$ cat config.mk
export PLATFORM = sky130hd
export DESIGN_NAME = tx_fifo_write_arbiter_flat
export DESIGN_NICKNAME = d
export VERILOG_FILES = /design/src/rtl/tx_pkg.sv /design/src/rtl/tx_fifo_write_arbiter_if.sv /design/src/rtl/beacon_timer.sv /design/src/rtl/tx_fifo_write_arbiter.sv /design/src/flat_wrapper.sv
export SDC_FILE = /design/constraint.sdc
export NUM_CORES = 1
export LEC_CHECK = 0
export ABC_AREA = 1
export CORE_ASPECT_RATIO = 0.7
export CORE_MARGIN = 1
export CORE_UTILIZATION = 48
export CTS_BUF_LIST = sky130_fd_sc_hd__clkbuf_4
export DETAILED_ROUTE_END_ITERATION = 8
export PLACE_DENSITY = 0.83
export REMOVE_ABC_BUFFERS = 1
export SLEW_MARGIN = 15
export SYNTH_ARGS = -nofsm -noshare
export SYNTH_HDL_FRONTEND = slang
export SYNTH_SLANG_ARGS = --single-unit
$ cat constraint.sdc
create_clock -name s_axi_aclk -period 2.5 [get_ports s_axi_aclk]
set_input_delay 0.5 -clock s_axi_aclk [delete_from_list [all_inputs] [get_ports s_axi_aclk]]
set_output_delay 0.5 -clock s_axi_aclk [all_outputs]
set_load 0.01 [all_outputs]
$ cat src/rtl/tx_pkg.sv
// Shared definitions for the Tx FIFO write arbiter slice.
// Contents:
//   DATA_W_DEF   - default FIFO/requester word width
//   state_t      - arbiter FSM states (IDLE, WRITE, WAIT_ACK)
//   grant_t      - grant source (GRANT_CPU, GRANT_BEACON)
package tx_pkg;

    localparam int unsigned DATA_W_DEF = 32;

    typedef enum logic [1:0] {
        IDLE     = 2'd0,
        WRITE    = 2'd1,
        WAIT_ACK = 2'd2
    } state_t;

    typedef enum logic {
        GRANT_CPU    = 1'b0,
        GRANT_BEACON = 1'b1
    } grant_t;

endpackage

$ cat src/rtl/tx_fifo_write_arbiter_if.sv
// Bus bundle between the requesters/Tx FIFO and the write arbiter.
// Ports (as signals):
//   cpu_valid/cpu_data/cpu_ready      - CPU word handshake
//   beacon_en/beacon_word             - beacon enable and exhibit ID word
//   fifo_full/fifo_wr_success         - Tx FIFO status
//   fifo_wr_en/fifo_din               - Tx FIFO write port
//   busy/beacon_pending/timeout_irq/drop_count - status
// Modports: slave = arbiter side, master = requester/FIFO environment side.
interface tx_fifo_write_arbiter_if
    import tx_pkg::*;
#(
    parameter int unsigned DATA_W = DATA_W_DEF,
    parameter int unsigned CNT_W  = 8
);
    logic              cpu_valid;
    logic [DATA_W-1:0] cpu_data;
    logic              cpu_ready;
    logic              beacon_en;
    logic [DATA_W-1:0] beacon_word;
    logic              fifo_full;
    logic              fifo_wr_success;
    logic              fifo_wr_en;
    logic [DATA_W-1:0] fifo_din;
    logic              busy;
    logic              beacon_pending;
    logic              timeout_irq;
    logic [CNT_W-1:0]  drop_count;

    modport slave (
        input  cpu_valid, cpu_data, beacon_en, beacon_word, fifo_full, fifo_wr_success,
        output cpu_ready, fifo_wr_en, fifo_din, busy, beacon_pending, timeout_irq, drop_count
    );

    modport master (
        output cpu_valid, cpu_data, beacon_en, beacon_word, fifo_full, fifo_wr_success,
        input  cpu_ready, fifo_wr_en, fifo_din, busy, beacon_pending, timeout_irq, drop_count
    );

endinterface

$ cat src/rtl/beacon_timer.sv
// Periodic beacon timer: counts 0..BEACON_PERIOD-1 while enabled and raises a
// pending flag on every wrap. A wrap that finds the flag still set (and not
// being granted on the same edge) produces a one-cycle miss pulse.
// Ports:
//   i_clk, i_rst_n - clock, synchronous active-low reset
//   i_en           - timer enable; low holds counter at 0 and clears pending
//   i_grant        - arbiter granted the beacon this cycle
//   o_pending      - beacon due, not yet granted
//   o_miss         - combinational pulse, beacon lost because one was pending
module beacon_timer #(
    parameter int unsigned BEACON_PERIOD = 1000000
) (
    input  logic i_clk,
    input  logic i_rst_n,
    input  logic i_en,
    input  logic i_grant,
    output logic o_pending,
    output logic o_miss
);

    localparam int unsigned TW = $clog2(BEACON_PERIOD);
    localparam logic [TW-1:0] LAST = TW'(BEACON_PERIOD - 1);

    logic [TW-1:0] r_cnt;
    logic          r_pending;
    logic          w_wrap;

    assign w_wrap    = i_en && (r_cnt == LAST);
    // A grant on the wrap edge consumes the old beacon, so it is not a miss.
    assign o_miss    = w_wrap && r_pending && !i_grant;
    assign o_pending = r_pending;

    always_ff @(posedge i_clk) begin
        if (!i_rst_n) begin
            r_cnt     <= '0;
            r_pending <= 1'b0;
        end else if (!i_en) begin
            r_cnt     <= '0;
            r_pending <= 1'b0;
        end else begin
            r_cnt <= w_wrap ? '0 : r_cnt + 1'b1;
            // Wrap has priority over grant: the new beacon stays pending.
            if (w_wrap) begin
                r_pending <= 1'b1;
            end else if (i_grant) begin
                r_pending <= 1'b0;
            end
        end
    end

endmodule

$ cat src/rtl/tx_fifo_write_arbiter.sv
// Shares the Tx FIFO write port between CPU words and the periodic beacon.
// Each write is a one-cycle strobe (WRITE) followed by a wait for the FIFO's
// write-success acknowledge (WAIT_ACK) with timeout recovery.
// Ports:
//   s_axi_aclk    - clock
//   s_axi_aresetn - synchronous active-low reset
//   bus           - slave side of tx_fifo_write_arbiter_if (requesters, FIFO, status)
module tx_fifo_write_arbiter
    import tx_pkg::*;
#(
    parameter int unsigned DATA_W        = DATA_W_DEF,
    parameter int unsigned BEACON_PERIOD = 1000000,
    parameter int unsigned TIMEOUT       = 255,
    parameter int unsigned CNT_W         = 8
) (
    input  logic                    s_axi_aclk,
    input  logic                    s_axi_aresetn,
    tx_fifo_write_arbiter_if.slave  bus
);

    localparam int unsigned TO_W = (TIMEOUT > 1) ? $clog2(TIMEOUT) : 1;
    localparam logic [TO_W-1:0]  TO_LAST = TO_W'(TIMEOUT - 1);
    localparam logic [CNT_W-1:0] CNT_MAX = '1;

    state_t            r_state;
    state_t            w_state_nxt;
    grant_t            r_last_grant;
    grant_t            w_sel;
    logic              w_grant;
    logic              w_timeout;
    logic              w_wr_en;
    logic              w_cpu_ready;
    logic              w_busy;
    logic [TO_W-1:0]   r_to_cnt;
    logic [DATA_W-1:0] r_fifo_din;
    logic              r_timeout_irq;
    logic [CNT_W-1:0]  r_drop_count;
    logic [CNT_W:0]    w_drop_sum;
    logic              w_beacon_pending;
    logic              w_beacon_miss;
    logic              w_beacon_grant;

    assign w_beacon_grant = w_grant && (w_sel == GRANT_BEACON);

    beacon_timer #(
        .BEACON_PERIOD (BEACON_PERIOD)
    ) u_beacon_timer (
        .i_clk     (s_axi_aclk),
        .i_rst_n   (s_axi_aresetn),
        .i_en      (bus.beacon_en),
        .i_grant   (w_beacon_grant),
        .o_pending (w_beacon_pending),
        .o_miss    (w_beacon_miss)
    );

    always_comb begin
        w_state_nxt = r_state;
        w_grant     = 1'b0;
        w_sel       = GRANT_CPU;
        w_timeout   = 1'b0;
        w_wr_en     = 1'b0;
        w_cpu_ready = 1'b0;
        w_busy      = 1'b1;
        case (r_state)
            IDLE: begin
                w_busy = 1'b0;
                if (!bus.fifo_full && (bus.cpu_valid || w_beacon_pending)) begin
                    w_grant     = 1'b1;
                    w_state_nxt = WRITE;
                    if (bus.cpu_valid && w_beacon_pending) begin
                        w_sel = (r_last_grant == GRANT_CPU) ? GRANT_BEACON : GRANT_CPU;
                    end else if (bus.cpu_valid) begin
                        w_sel = GRANT_CPU;
                    end else begin
                        w_sel = GRANT_BEACON;
                    end
                end
            end
            WRITE: begin
                w_wr_en = 1'b1;
                // r_last_grant always names the source of the word in flight.
                w_cpu_ready = (r_last_grant == GRANT_CPU);
                w_state_nxt = bus.fifo_wr_success ? IDLE : WAIT_ACK;
            end
            WAIT_ACK: begin
                if (bus.fifo_wr_success) begin
                    w_state_nxt = IDLE;
                end else if (r_to_cnt == TO_LAST) begin
                    w_timeout   = 1'b1;
                    w_state_nxt = IDLE;
                end
            end
            default: begin
                w_busy      = 1'b0;
                w_state_nxt = IDLE;
            end
        endcase
    end

    // Timeout and missed beacon can coincide; both count, saturating.
    assign w_drop_sum = {1'b0, r_drop_count}
                      + {{CNT_W{1'b0}}, w_timeout}
                      + {{CNT_W{1'b0}}, w_beacon_miss};

    always_ff @(posedge s_axi_aclk) begin
        if (!s_axi_aresetn) begin
            r_state       <= IDLE;
            r_last_grant  <= GRANT_BEACON;
            r_to_cnt      <= '0;
            r_fifo_din    <= '0;
            r_timeout_irq <= 1'b0;
            r_drop_count  <= '0;
        end else begin
            r_state       <= w_state_nxt;
            r_timeout_irq <= w_timeout;
            r_to_cnt      <= (r_state == WAIT_ACK) ? r_to_cnt + 1'b1 : '0;
            r_drop_count  <= w_drop_sum[CNT_W] ? CNT_MAX : w_drop_sum[CNT_W-1:0];
            if (w_grant) begin
                r_last_grant <= w_sel;
                r_fifo_din   <= (w_sel == GRANT_CPU) ? bus.cpu_data : bus.beacon_word;
            end
        end
    end

    assign bus.fifo_wr_en     = w_wr_en;
    assign bus.cpu_ready      = w_cpu_ready;
    assign bus.busy           = w_busy;
    assign bus.fifo_din       = r_fifo_din;
    assign bus.beacon_pending = w_beacon_pending;
    assign bus.timeout_irq    = r_timeout_irq;
    assign bus.drop_count     = r_drop_count;

endmodule
$ cat src/flat_wrapper.sv
// flat-port wrapper written by rule: the top's interface ports become plain ports
module tx_fifo_write_arbiter_flat import tx_pkg::*;
#(
    parameter int unsigned DATA_W        = DATA_W_DEF,
    parameter int unsigned BEACON_PERIOD = 1000000,
    parameter int unsigned TIMEOUT       = 255,
    parameter int unsigned CNT_W         = 8
)
  (s_axi_aclk, s_axi_aresetn, bus_cpu_valid, bus_cpu_data, bus_beacon_en, bus_beacon_word, bus_fifo_full, bus_fifo_wr_success, bus_cpu_ready, bus_fifo_wr_en, bus_fifo_din, bus_busy, bus_beacon_pending, bus_timeout_irq, bus_drop_count);
  tx_fifo_write_arbiter_if #(.DATA_W(DATA_W), .CNT_W(CNT_W)) bus_i ();
  input  logic s_axi_aclk;
  input  logic s_axi_aresetn;
  input wire logic [$bits(bus_i.cpu_valid)-1:0] bus_cpu_valid;
  input wire logic [$bits(bus_i.cpu_data)-1:0] bus_cpu_data;
  input wire logic [$bits(bus_i.beacon_en)-1:0] bus_beacon_en;
  input wire logic [$bits(bus_i.beacon_word)-1:0] bus_beacon_word;
  input wire logic [$bits(bus_i.fifo_full)-1:0] bus_fifo_full;
  input wire logic [$bits(bus_i.fifo_wr_success)-1:0] bus_fifo_wr_success;
  output wire logic [$bits(bus_i.cpu_ready)-1:0] bus_cpu_ready;
  output wire logic [$bits(bus_i.fifo_wr_en)-1:0] bus_fifo_wr_en;
  output wire logic [$bits(bus_i.fifo_din)-1:0] bus_fifo_din;
  output wire logic [$bits(bus_i.busy)-1:0] bus_busy;
  output wire logic [$bits(bus_i.beacon_pending)-1:0] bus_beacon_pending;
  output wire logic [$bits(bus_i.timeout_irq)-1:0] bus_timeout_irq;
  output wire logic [$bits(bus_i.drop_count)-1:0] bus_drop_count;
  assign bus_i.cpu_valid = bus_cpu_valid;
  assign bus_i.cpu_data = bus_cpu_data;
  assign bus_i.beacon_en = bus_beacon_en;
  assign bus_i.beacon_word = bus_beacon_word;
  assign bus_i.fifo_full = bus_fifo_full;
  assign bus_i.fifo_wr_success = bus_fifo_wr_success;
  assign bus_cpu_ready = bus_i.cpu_ready;
  assign bus_fifo_wr_en = bus_i.fifo_wr_en;
  assign bus_fifo_din = bus_i.fifo_din;
  assign bus_busy = bus_i.busy;
  assign bus_beacon_pending = bus_i.beacon_pending;
  assign bus_timeout_irq = bus_i.timeout_irq;
  assign bus_drop_count = bus_i.drop_count;
  tx_fifo_write_arbiter #(.DATA_W(DATA_W), .BEACON_PERIOD(BEACON_PERIOD), .TIMEOUT(TIMEOUT), .CNT_W(CNT_W)) u_core (.s_axi_aclk(s_axi_aclk), .s_axi_aresetn(s_axi_aresetn), .bus(bus_i));
endmodule
# Yosys cells after proc, flatten, opt, wreduce, memory -nomap -nowiden

Cells that the tools add are included.

Add/subtract/negate cells: 4
$mul: 0
Div/mod/pow operators: 0
Order comparisons: 0
Equal/unequal tests: 6
Shift operators: 0
Mux-type cells: 22
Bitwise operators: 3
Reductions and logical operators: 16

Operator list:

| cell                    | count |
|---|---|
| $mux W32                | 1 |
| $add A20 B1 Y20 const B | 1 |
| $eq A20 B20 Y1 const B  | 1 |
| $mux W1                 | 15 |
| $add A8 B1 Y9           | 1 |
| $add A9 B1 Y9           | 1 |
| $add A8 B1 Y8 const B   | 1 |
| $eq A8 B8 Y1 const B    | 1 |
| $mux W2                 | 4 |
| $mux W8                 | 1 |
| $logic_and A1 B1 Y1     | 6 |
| $pmux W2 S3             | 1 |
| $reduce_and A2 Y1       | 3 |
| $ne A3 B2 Y1 const B    | 1 |
| $not A1 Y1              | 3 |
| $reduce_or A3 Y1        | 1 |
| $eq A2 B1 Y1 const B    | 1 |
| $eq A2 B2 Y1 const B    | 1 |
| $logic_not A1 Y1        | 2 |
| $logic_not A2 Y1        | 1 |
| $ne A2 B1 Y1 const B    | 1 |
| $reduce_bool A2 Y1      | 1 |
| $reduce_or A2 Y1        | 1 |
| $logic_or A1 B1 Y1      | 1 |

Register bits: 73
Bits in latches: 0
Memory bits (writable): 0
Memory bits (read-only): 0
Input bits: 70
Output and inout port bits: 45
Logic and storage cells: 59
Memories kept: 0

# Logic depth before layout (Yosys ltp)

Gate-level depths: netlist of the first run.

Depth in word-level cells: 9
Gate-level depth with buffers: 18
Gate-level depth less buffers: 17

# Modules after synthesis

A second synthesis of the first run with hierarchy kept.

Cells, all modules: 521
Area, all modules: 3658.5 µm²

By module, submodules not included:

| module                | instances | cells an instance | area each (µm²) | seq. area each (µm²) |
|---|---|---|---|---|
| tx_fifo_write_arbiter | 1         | 368               | 2560.0          | 1041.0 |
| beacon_timer          | 1         | 153               | 1098.6          | 420.4 |

# Worst setup path before layout of the first run

OpenSTA, ideal clock, no wires.

Kind: input port to flip-flop
From: in bus_cpu_valid
To: reg u_core.r_drop_count[7] (netlist: u_core.bus.drop_count[7])
Setup time: 0.057 ns
Arrival time: 2.206 ns
Data required time: 2.443 ns
Slack: 0.238 ns
Stages: 17
Buffers on the path: 2
Path through: buf_6 o21bai_4 nor2_4 buf_6 nand2_1 nand2_1 nor2_1 fa_1 ha_1 nand2_1 nor2_2 nand3_1 nor2_2 inv_2 nand3_1 nand2_1 inv_1

Longest elaborated chain between the ends: 9
Elaborated cells on any way between the ends: 14
Classes of those cells: 1 x add/sub; 7 x mux; 6 x reduce/logical

Ends and longest elaborated chain:

| element                                               | RTL line                                                 | source |
|---|---|---|
| start: declaration                                    | flat_wrapper.sv:13                                       | `input wire logic [$bits(bus_i.cpu_valid)-1:0] bus_cpu_valid;` |
| $mux W1, or another cell as far along                 | tx_fifo_write_arbiter.sv:72                              | `end else if (bus.cpu_valid) begin` |
| $mux W1 / $logic_and A1 B1 Y1 (equally long branches) | tx_fifo_write_arbiter.sv:70, tx_fifo_write_arbiter.sv:67 |  |
| $mux W1                                               | tx_fifo_write_arbiter.sv:67                              | `if (!bus.fifo_full && (bus.cpu_valid \|\| w_beacon_pending)) begin` |
| $mux W1                                               | tx_fifo_write_arbiter.sv:64                              | `case (r_state)` |
| $logic_and A1 B1 Y1 (*)                               | tx_fifo_write_arbiter.sv:43                              | `assign w_beacon_grant = w_grant && (w_sel == GRANT_BEACON);` |
| $logic_not A1 Y1 (*)                                  | beacon_timer.sv:30                                       | `assign o_miss = w_wrap && r_pending && !i_grant;` |
| $logic_and A1 B1 Y1 (*)                               | beacon_timer.sv:30                                       |  |
| $add A9 B1 Y9 (*)                                     | tx_fifo_write_arbiter.sv:103                             | `+ {{CNT_W{1'b0}}, w_beacon_miss};` |
| $mux W8 (*)                                           | tx_fifo_write_arbiter.sv:117                             | `r_drop_count <= w_drop_sum[CNT_W] ? CNT_MAX : w_drop_sum[CNT_W-1:0];` |
| end signal: assignment                                | tx_fifo_write_arbiter.sv:117                             |  |
| end: declaration                                      | tx_fifo_write_arbiter.sv:37                              | `logic [CNT_W-1:0] r_drop_count;` |

Every way passes the cells marked *; elsewhere a longest branch is shown, timed or not.
A chain may end at the register's enable or synchronous reset.

# Final worst setup path of the first run

Ends and elaborated chain as after synthesis.

==> flow_summary.yaml, run 1 <==
outcome:
  status: "finished, final reports clean"
clock_tree:
  cts_setup_buffers: 0
  cts_hold_buf: 0
  clock_latency_ns: 0.44
  cts_sinks: 73
  root_buffer: "clkbuf_4"
  clk_path_buf_depth: 2
  cts_made_buffers: 9
  tritoncts: "done"
  cts.repair.resized: 0
  h-tree-depth: 3
  clkTransAtPathRegs_ns: 0.14
route:
  vias_per_cell: 5.110
  drtAntennaViolNets: 0
  vias: 3449
  met1_length_mm: 3.959
  drt_wl_total_mm: 9.191
  top_layer_used: "met4"
  drc: 0
  met3WireLength_um: 702
  wl_met2_mm: 4.432
  drt-pass1-iter-count: 4
  post_drt_wl_per_cell_um: 13.62
  drt_iter0_drc: 249
yosys:
  ys.flop_type: "dfxtp_1"
  post-synth-top-count-cell: "nand2_1"
  syn-cell-area_um2: 3511
  synth_edf_count: 0
  yosysWarningCount: 0
  synth_cells: 463
  synth_seq_cells: 73
  synth.top_cell.area_share_pct: 41.63
  seq_area_frac_synth_pct: 41.63
  synth_top_cell_by_area: "dfxtp_1"
  ys_top_cells_by_area: "dfxtp_1, nand2_1, nand3_1"
  yosys.cell_types.count: 36
  async_flop_share_pct: 0
  synth_commonest_cells: "nand2_1, dfxtp_1, nand3_1"
  syn_avg_cell_area_um2: 7.583
floorplanning:
  fp.coreArea_um2: 6913
  row_count: 25
  die_y_um: 73.56
  die-width_um: 104.2
  dieArea_um2: 7666
  start_util_pct: 50.79
  io_pins: 115
sta:
  worstMarginPinSlew_ns: 0.6045
  drv_slew: 0
  hold_ws_ns: 0.4429
  setup_viol: 0
  rsz0062_at_grt: "no"
  clock_skew_ns: 0.01647
  finalCriticalPeriod_ns: 2.288
  finalHoldViolCount: 0
  relSlewSlack_pct: 59.70
  period_share_pct: 91.51
  worst_slack_ns: 0.2122
  fmax_ghz: 0.4371
  finalSetupTns_ns: 0
global_route:
  grt-ovfl-total: 0
  grt_pass1_vias: 3275
  grt_pass1_wl_mm: 15.20
  antenna_found_initial: 0
  grt_usage_pct: 25.32
  grt_max_degree: 66
power:
  p_int_uw: 1893
  clkPwrFrac_pct: 34.0
  p_leak_uw: 0.001817
  p_comb_share_pct: 17.7
  power_uw: 2599
  power_switching_uw: 706.8
  power.density_nw_per_um2: 531.6
  p_seq_share_pct: 48.3
  swShare_pct: 27.19
  ir_worst_vdd_mv: 0.2767
placed_design:
  gp_congestion: 0.8774
  io_buffers: 114
  dp_hpwl_mm: 6.665
  dp_slack_ns: -0.3005
setup_path:
  timing.rr.start: "u_core.r_to_cnt[0]"
  timing.rr.end: "u_core.bus.drop_count[7]"
  cp-start-kind: "input pin"
  crit_slowest_cell: "clkdlybuf4s50_1"
  worstPathCellList: "clkdlybuf4s50_1 > o21bai_4 > nor2_4 > nand2_1 > nand2_1 > nor2_2 > fa_1 > ha_1 > nand2_1 > nor2_2 > nand3_2 > nor2_4 > inv_2 > nand3_1 > nand2_1 > inv_1"
  crit_arrival_ns: 2.65
  end_kind: "flop"
  r2r_cells: 16
  critPathMaxStageDelay_ns: 0.60
  timing_worst_setup_path_type: "in2reg"
  crit_required_ns: 2.86
  path_common_cell: "nand2_1"
  r2r_slack_ns: 0.22
  cp_max_fo: 5
layout:
  final_nets: 654
  diodes: 0
  drive_above_1_share_pct: 10.15
  fillers: 582
  area_delta_synth_final_pct: 39.27
  fin_util_pct: 70.73
worst_hold_path:
  hold_path_depth: 1
  hold_path.startpoint: "u_core.u_beacon_timer.r_cnt[0]"
  hold_class: "reg2reg"
  worstHoldEndpoint: "u_core.u_beacon_timer.r_cnt[0]"
job:
  drv_cap: 0
[cell type report]
class | count | area, um^2 | share of cell area (%)
Multi-Input combinational cell | 328 | 1769 | 36.18
Sequential cell | 73 | 1464 | 29.94
Timing Repair Buffer | 125 | 1224 | 25.03
Inverter | 39 | 146.4 | 2.994
Tap cell | 94 | 117.6 | 2.405
Clock inverter | 7 | 101.3 | 2.073
Clock buffer | 9 | 67.56 | 1.382
[worst max path at each step]
stage	slack [ns]	start	depth (start not counted)	endpoint
after floorplan	-0.37	bus_fifo_full	15	u_core.bus.drop_count[7]
after global placement	-0.20	bus_cpu_valid	16	u_core.bus.drop_count[7]
after detailed placement	-0.30	bus_cpu_valid	16	u_core.bus.drop_count[7]
after CTS	0.10	u_core.r_state[0]	17	u_core.bus.drop_count[7]
after global routing	0.03	u_core.r_state[0]	15	u_core.bus.drop_count[3]
final	0.21	bus_cpu_valid	16	u_core.bus.drop_count[7]
[state kept, by name, summed over array words and instances, names as in the netlist]
name	cells
u_core.bus.fifo_din	32
u_core.u_beacon_timer.r_cnt	20
u_core.bus.drop_count	8
u_core.r_to_cnt	8
u_core.r_state	2
u_core.bus.timeout_irq	1
u_core.r_last_grant	1
u_core.u_beacon_timer.o_pending	1
[cell families (layout without fill, tap and decap cells)]
| kind of cell | count (synthesis) | after routing | synth area share [%] |
|---|---|---|---|
| XOR/XNOR | 15 | 15 | 3.742 |
| AND/OR/NAND/NOR | 223 | 223 | 28.80 |
| adder cells (fa/ha/maj) | 8 | 8 | 3.065 |
| buffers and inverters | 62 | 180 | 8.339 |
| flip-flops | 73 | 73 | 41.63 |
| AO/OA/AOI/OAI | 82 | 82 | 14.43 |
[metal layers]
| metal | vias to the layer above | track usage (%) |
|---|---|---|
| met5 | - | 0 |
| met4 | 0 | 6.984 |
| met2 | 112 | 44.44 |
| met3 | 12 | 9.760 |
| li1 | 1752 | - |
| met1 | 1573 | 29.27 |
[metrics by stage]
step                area, um^2  std cells
finish                    4890        675
global route              4890        675
CTS                       4875        675
detailed placement        4706        659
global placement          4706        659
floorplan                 3364        440
[cells in the final DEF (no fill, tap or decap), types with 6 or more instances in the layout]
cell type,synthesis,layout
clkdlybuf4s50_1,0,114
nand2_1,87,87
dfxtp_1,73,71
nand3_1,57,56
nor2_1,50,49
inv_1,36,36
o21ai_0,28,28
a31oi_1,21,21
a21oi_1,18,18
buf_4,1,11
xor2_1,9,9
clkbuf_4,0,9
o211ai_1,8,8
ha_1,7,7
nand2_2,6,6
xnor2_1,6,6
[worst max-delay path: cells and delay by family]
kind	cells	cell delay [ns]
AO/OA/AOI/OAI	1	0.09
AND/OR/NAND/NOR	10	0.72
adder cells (fa/ha/maj)	2	0.60
buffers and inverters	3	0.72
[power by group through the flow]
stage	Clock (uW)	Combinational [uW]	Sequential, uW
global placement	0	457	1280
floorplan	0	155	1300
global route	949	505	1260
CTS	899	465	1260
finish	884	460	1260
detailed placement	0	462	1280
No activity file was read; power rests on OpenSTA's default activity.
==> inputs of run 2 (changes only) <==
Settings changed: RECOVER_POWER set to 100, SLEW_MARGIN 15 to 30.
==> run 2 against run 1 <==
  * Non-clock buffer count stayed put
  * Die area unchanged
  * Via count increased by 0.43%
  * Final cell count did not move
  * Critical path depth did not move
  * Critical path type unchanged
  * Largest power group unchanged
==> flow_summary.yaml, run 2 (synthesis results as in run 1) <==
sta:
  clock_skew_ns: 0.01654
  finalHoldViolCount: 0
  relSlewSlack_pct: 25.52
  fmax_ghz: 0.4365
  setup_viol: 0
  rsz0062_at_grt: "no"
  drv_slew: 0
  hold_ws_ns: 0.4441
  period_share_pct: 91.65
  finalCriticalPeriod_ns: 2.291
  worstMarginPinSlew_ns: 1.117
route:
  drt_wl_total_mm: 9.183
  drt_iter0_drc: 254
  vias: 3464
  post_drt_wl_per_cell_um: 13.60
  drc: 0
  drt-pass1-iter-count: 6
  vias_per_cell: 5.132
  drtAntennaViolNets: 0
setup_path:
  crit_arrival_ns: 2.65
  critPathMaxStageDelay_ns: 0.60
  cp_max_fo: 5
  critPathLaunch: "bus_cpu_valid"
  timing.rr.start: "u_core.r_state[0]"
  end_kind: "flop"
  worstPathCellList: "clkdlybuf4s50_1 > o21bai_4 > nor2_4 > nand2_1 > nand2_1 > nor2_2 > fa_1 > ha_1 > nand2_1 > nor2_2 > nand3_2 > nor2_4 > inv_2 > nand3_1 > nand2_1 > inv_1"
  cp_top_family: "buffers and inverters"
  timing_worst_setup_path_type: "in2reg"
  crit_slowest_cell: "clkdlybuf4s50_1"
  path_buf_inv: 3
  crit_required_ns: 2.86
  path_common_cell: "nand2_1"
  cp-start-kind: "input pin"
clock_tree:
  root_buffer: "clkbuf_4"
  h-tree-depth: 3
  cts_hold_buf: 0
  cts.repair.resized: 0
  cts_made_buffers: 9
  cts_sinks: 73
  tritoncts: "done"
  clkTransAtPathRegs_ns: 0.14
  clk_path_buf_depth: 2
  cts_setup_buffers: 0
  clock_latency_ns: 0.44
global_route:
  grt_pass1_vias: 3275
  grt_max_degree: 66
  grt-ovfl-total: 0
  grt_usage_pct: 25.32
  antenna_found_initial: 0
  grt_pass1_wl_mm: 15.20
floorplanning:
  fp.coreArea_um2: 6913
  io_pins: 115
  dieArea_um2: 7666
  die-width_um: 104.2
  start_util_pct: 50.79
  row_count: 25
  die_y_um: 73.56
power:
  power.density_nw_per_um2: 527.8
  p_leak_uw: 0.001942
  power_uw: 2568
  ir_worst_vdd_mv: 0.2723
layout:
  layout_common_cells: "nand2_1, dfxtp_1, clkdlybuf4s50_1"
  largest_reg_flops: 32
  fin_util_pct: 70.37
  final_nets: 654
  area_delta_synth_final_pct: 38.56
  final_common_cell: "nand2_1"
  diodes: 0
  drive_above_1_share_pct: 9.294
  fillers: 586
placed_design:
  dp_hpwl_mm: 6.665
  io_buffers: 114
  gp_congestion: 0.8774
worst_hold_path:
  hold_path.startpoint: "u_core.u_beacon_timer.r_cnt[0]"
  hold_class: "reg2reg"
job:
  drv_cap: 0
outcome:
  status: "finished, final reports clean"
-- run 2: cell count changes in the layout (fill, tap and decap cells not counted) --
| cell | delta |
|---|---|
| o211ai_2 | -4 |
| buf_4 | -2 |
| clkbuf_2 | +1 |
| clkbuf_4 | +1 |
| o211ai_1 | +4 |
| dlygate4sd3_1 | +46 |
| clkdlybuf4s50_1 | -46 |
| nand2_1 | +1 |
| nand2_2 | -1 |
-- run 2: final timing paths --
path	to	slack [ns]	cells past startpoint
min reg2reg	u_core.u_beacon_timer.r_cnt[0]	0.44	1
min	u_core.u_beacon_timer.r_cnt[0]	0.44	1
max reg2reg	u_core.bus.drop_count[7]	0.23	17
max	u_core.bus.drop_count[7]	0.21	16
-- run 2: per-stage QoR --
stage / worst slack (ns) / area, um^2 / TNS (ns) / instances
floorplan: -0.3689 / 3364 / -2.486 / 440
global placement: -0.1955 / 4706 / -1.140 / 659
detailed placement: -0.3005 / 4706 / -2.015 / 659
CTS: 0.1008 / 4875 / 0 / 675
global route: 0.03258 / 4865 / 0 / 675
finish: 0.2088 / 4865 / 0 / 675
-- run 2: area by class of cell --
class                   count  area, um^2  share of cell area, %
multi-input cells         328        1747                  35.91
clock inverters             7       101.3                  2.083
inverters                  39       146.4                  3.009
flip-flops and latches     73        1464                  30.09
well taps                  94       117.6                  2.418
repair buffers            125        1221                  25.10
clock buffers               9       67.56                  1.389
-- run 2: layer usage --
layer  wire [um]  track usage [%]  share of wire [%]  vias to the layer above
met2        4425            44.44                 48                      112
li1            -                -                  -                     1757
met3         702            9.760                7.6                       12
met5           0                0                  0                        -
met1        3959            29.27                 43                     1583
met4          95            6.984                1.0                        0
-- run 2: power by group --
part,switching [uW],internal (uW),total [uW]
Sequential,30.0,1220,1250
Clock,465,415,880
Combinational,203,232,435
Total,698,1870,2570
-- run 2: worst register-to-register path, cell delays in order, from the launching register on --
cell,delay (ns)
dfxtp_2,0.36
inv_1,0.09
ha_1,0.18
inv_1,0.09
nor2_4,0.11
nand2_1,0.07
nand2_1,0.09
nor2_2,0.05
fa_1,0.39
ha_1,0.21
nand2_1,0.09
nor2_2,0.05
nand3_2,0.09
nor2_4,0.05
inv_2,0.09
nand3_1,0.08
nand2_1,0.06
inv_1,0.03
==> inputs of run 3 (changes only) <==
Settings changed: CTS_CLUSTER_SIZE set to 25, SETUP_SLACK_MARGIN set to 0.5.
==> run 3 against run 2 <==
  * Clock power is 1% higher
  * Global-route usage is 0.77 points higher
  * Routed wire length is 5.1% higher
  * Clock skew is 0.00070 ns higher
  * Count of clock-buffer cells in the layout stayed put
  * Core utilization is 2.6 points higher
  * Flip-flop and latch count stayed put
  * Total power is 0.80% higher
  * Via count is 3.2% higher
  * Largest cell class unchanged
==> flow_summary.yaml, run 3 (synthesis results as in run 1) <==
outcome:
  status: "finished, final reports clean"
job:
  drv_cap: 0
clock_tree:
  clkTransAtPathRegs_ns: 0.13
  cts_made_buffers: 9
  clock_latency_ns: 0.46
  cts_sinks: 73
  root_buffer: "clkbuf_4"
  cts_hold_buf: 0
  tritoncts: "done"
  h-tree-depth: 3
  clk_path_buf_depth: 2
floorplanning:
  start_util_pct: 50.79
  die_y_um: 73.56
  dieArea_um2: 7666
  fp.coreArea_um2: 6913
  row_count: 25
  io_pins: 115
  die-width_um: 104.2
placed_design:
  placed_cells: 659
  io_buffers: 114
  dp_hpwl_mm: 6.665
  dp_slack_ns: -0.3005
  place_area_um2: 4706
  gp_congestion: 0.8774
sta:
  period_share_pct: 89.59
  clock_skew_ns: 0.01724
  setup_viol: 0
  relSlewSlack_pct: 25.28
  finalCriticalPeriod_ns: 2.240
  worst_slack_ns: 0.2601
  fmax_ghz: 0.4465
  worstMarginPinSlew_ns: 1.121
  drv_slew: 0
  finalHoldViolCount: 0
  rsz0062_at_grt: "yes"
layout:
  fillers: 556
  fin_util_pct: 72.96
  diodes: 0
  final-instance-count-excl-fill: 689
  final_nets: 668
  drive_above_1_share_pct: 14.29
  largest_reg_flops: 32
  final_common_cell: "nand2_1"
  fin_area_um2: 5044
  area_delta_synth_final_pct: 43.66
  layout_common_cells: "nand2_1, clkdlybuf4s50_1, dfxtp_1"
route:
  drt_wl_total_mm: 9.652
  drt_iter0_drc: 270
  post_drt_wl_per_cell_um: 14.01
  drt-pass1-iter-count: 5
  drtAntennaViolNets: 0
  drc: 0
  vias: 3576
  vias_per_cell: 5.190
global_route:
  antenna_found_initial: 0
  grt_max_degree: 66
  grt_pass1_vias: 3404
  grt_pass1_wl_mm: 15.64
  grt-ovfl-total: 0
  grt_usage_pct: 26.09
power:
  ir_worst_vdd_mv: 0.2753
  power_uw: 2588
  power.density_nw_per_um2: 513.2
  p_leak_uw: 0.002002
setup_path:
  crit_required_ns: 2.91
  cp-start-kind: "flop"
  timing_worst_setup_path_type: "reg2reg"
  end_kind: "flop"
  crit_arrival_ns: 2.65
  crit_slowest_cell: "dfxtp_1"
  r2r_slack_ns: 0.26
  worstPathCellList: "ha_1 > nand3_4 > nor2_1 > nand3_1 > nor2_1 > fa_1 > ha_4 > nand2_4 > nor2_4 > nand3_4 > nor2_4 > inv_4 > nand3_1 > nand2_1 > inv_1"
  critPathMaxStageDelay_ns: 0.38
  cp_max_fo: 5
worst_hold_path:
  hold_class: "reg2reg"
-- run 3: cell count changes in the layout (fill, tap and decap cells not counted), sizes merged --
cell / before / now
clkdlybuf4s50: 68 / 72
buf: 9 / 18
clkbuf: 11 / 17
dlygate4sd3: 46 / 38
dlygate4sd2: 0 / 3
-- run 3: layout make-up --
class                   instances  area [um^2]  share of cell area, %
clock buffers                   9        67.56                  1.340
clock inverters                 7        101.3                  2.009
inverters                      39        148.9                  2.952
multi-input cells             328         1826                  36.19
flip-flops and latches         73         1470                  29.15
well taps                      94        117.6                  2.332
repair buffers                139         1313                  26.02
-- run 3: stage by stage --
stage          TNS, ns  hold slack [ns]
2_1_floorplan   -2.486           0.4288
3_3_place_gp    -1.140           0.4395
3_5_place_dp    -2.015           0.4658
4_1_cts              0           0.4940
5_1_grt              0           0.5191
6_report             0           0.4963
-- run 3: power breakdown --
group | leakage [uW] | internal [uW] | switching, uW
clock | 0.0000836 | 415 | 474
sequential | 0.000598 | 1220 | 29.2
combinational | 0.00132 | 237 | 211
total | 0.00200 | 1870 | 715
-- run 3: layer usage --
| metal | vias up | share of wire (%) | global-route usage (%) |
|---|---|---|---|
| li1 | 1788 | - | - |
| met1 | 1654 | 41 | 29.32 |
| met2 | 121 | 49 | 45.70 |
| met3 | 13 | 8.4 | 10.56 |
| met4 | 0 | 1.2 | 8.889 |
| met5 | - | 0 | 0 |
-- run 3: critical path: cells and delay by family (launching register included) --
kind	cells	cell delay [ns]
fa+ha+maj	3	0.65
flops	1	0.38
simple gates	10	1.05
buf+inv	2	0.12
-- run 3: final timing paths --
path	cells after the start	endpoint	startpoint
min reg2reg	2	u_core.r_to_cnt[4]	u_core.r_to_cnt[4]
min	2	u_core.r_to_cnt[4]	u_core.r_to_cnt[4]
max reg2reg	15	u_core.bus.drop_count[7]	u_core.u_beacon_timer.r_cnt[1]
max	15	u_core.bus.drop_count[7]	u_core.u_beacon_timer.r_cnt[1]
-- run 3: what timing repair did --
action	in CTS	in global routing
resized for setup	39	13
buffers inserted	11	3
endpoints found under the hold margin	0	0
pin swaps	3	5
setup endpoints to repair	13	35
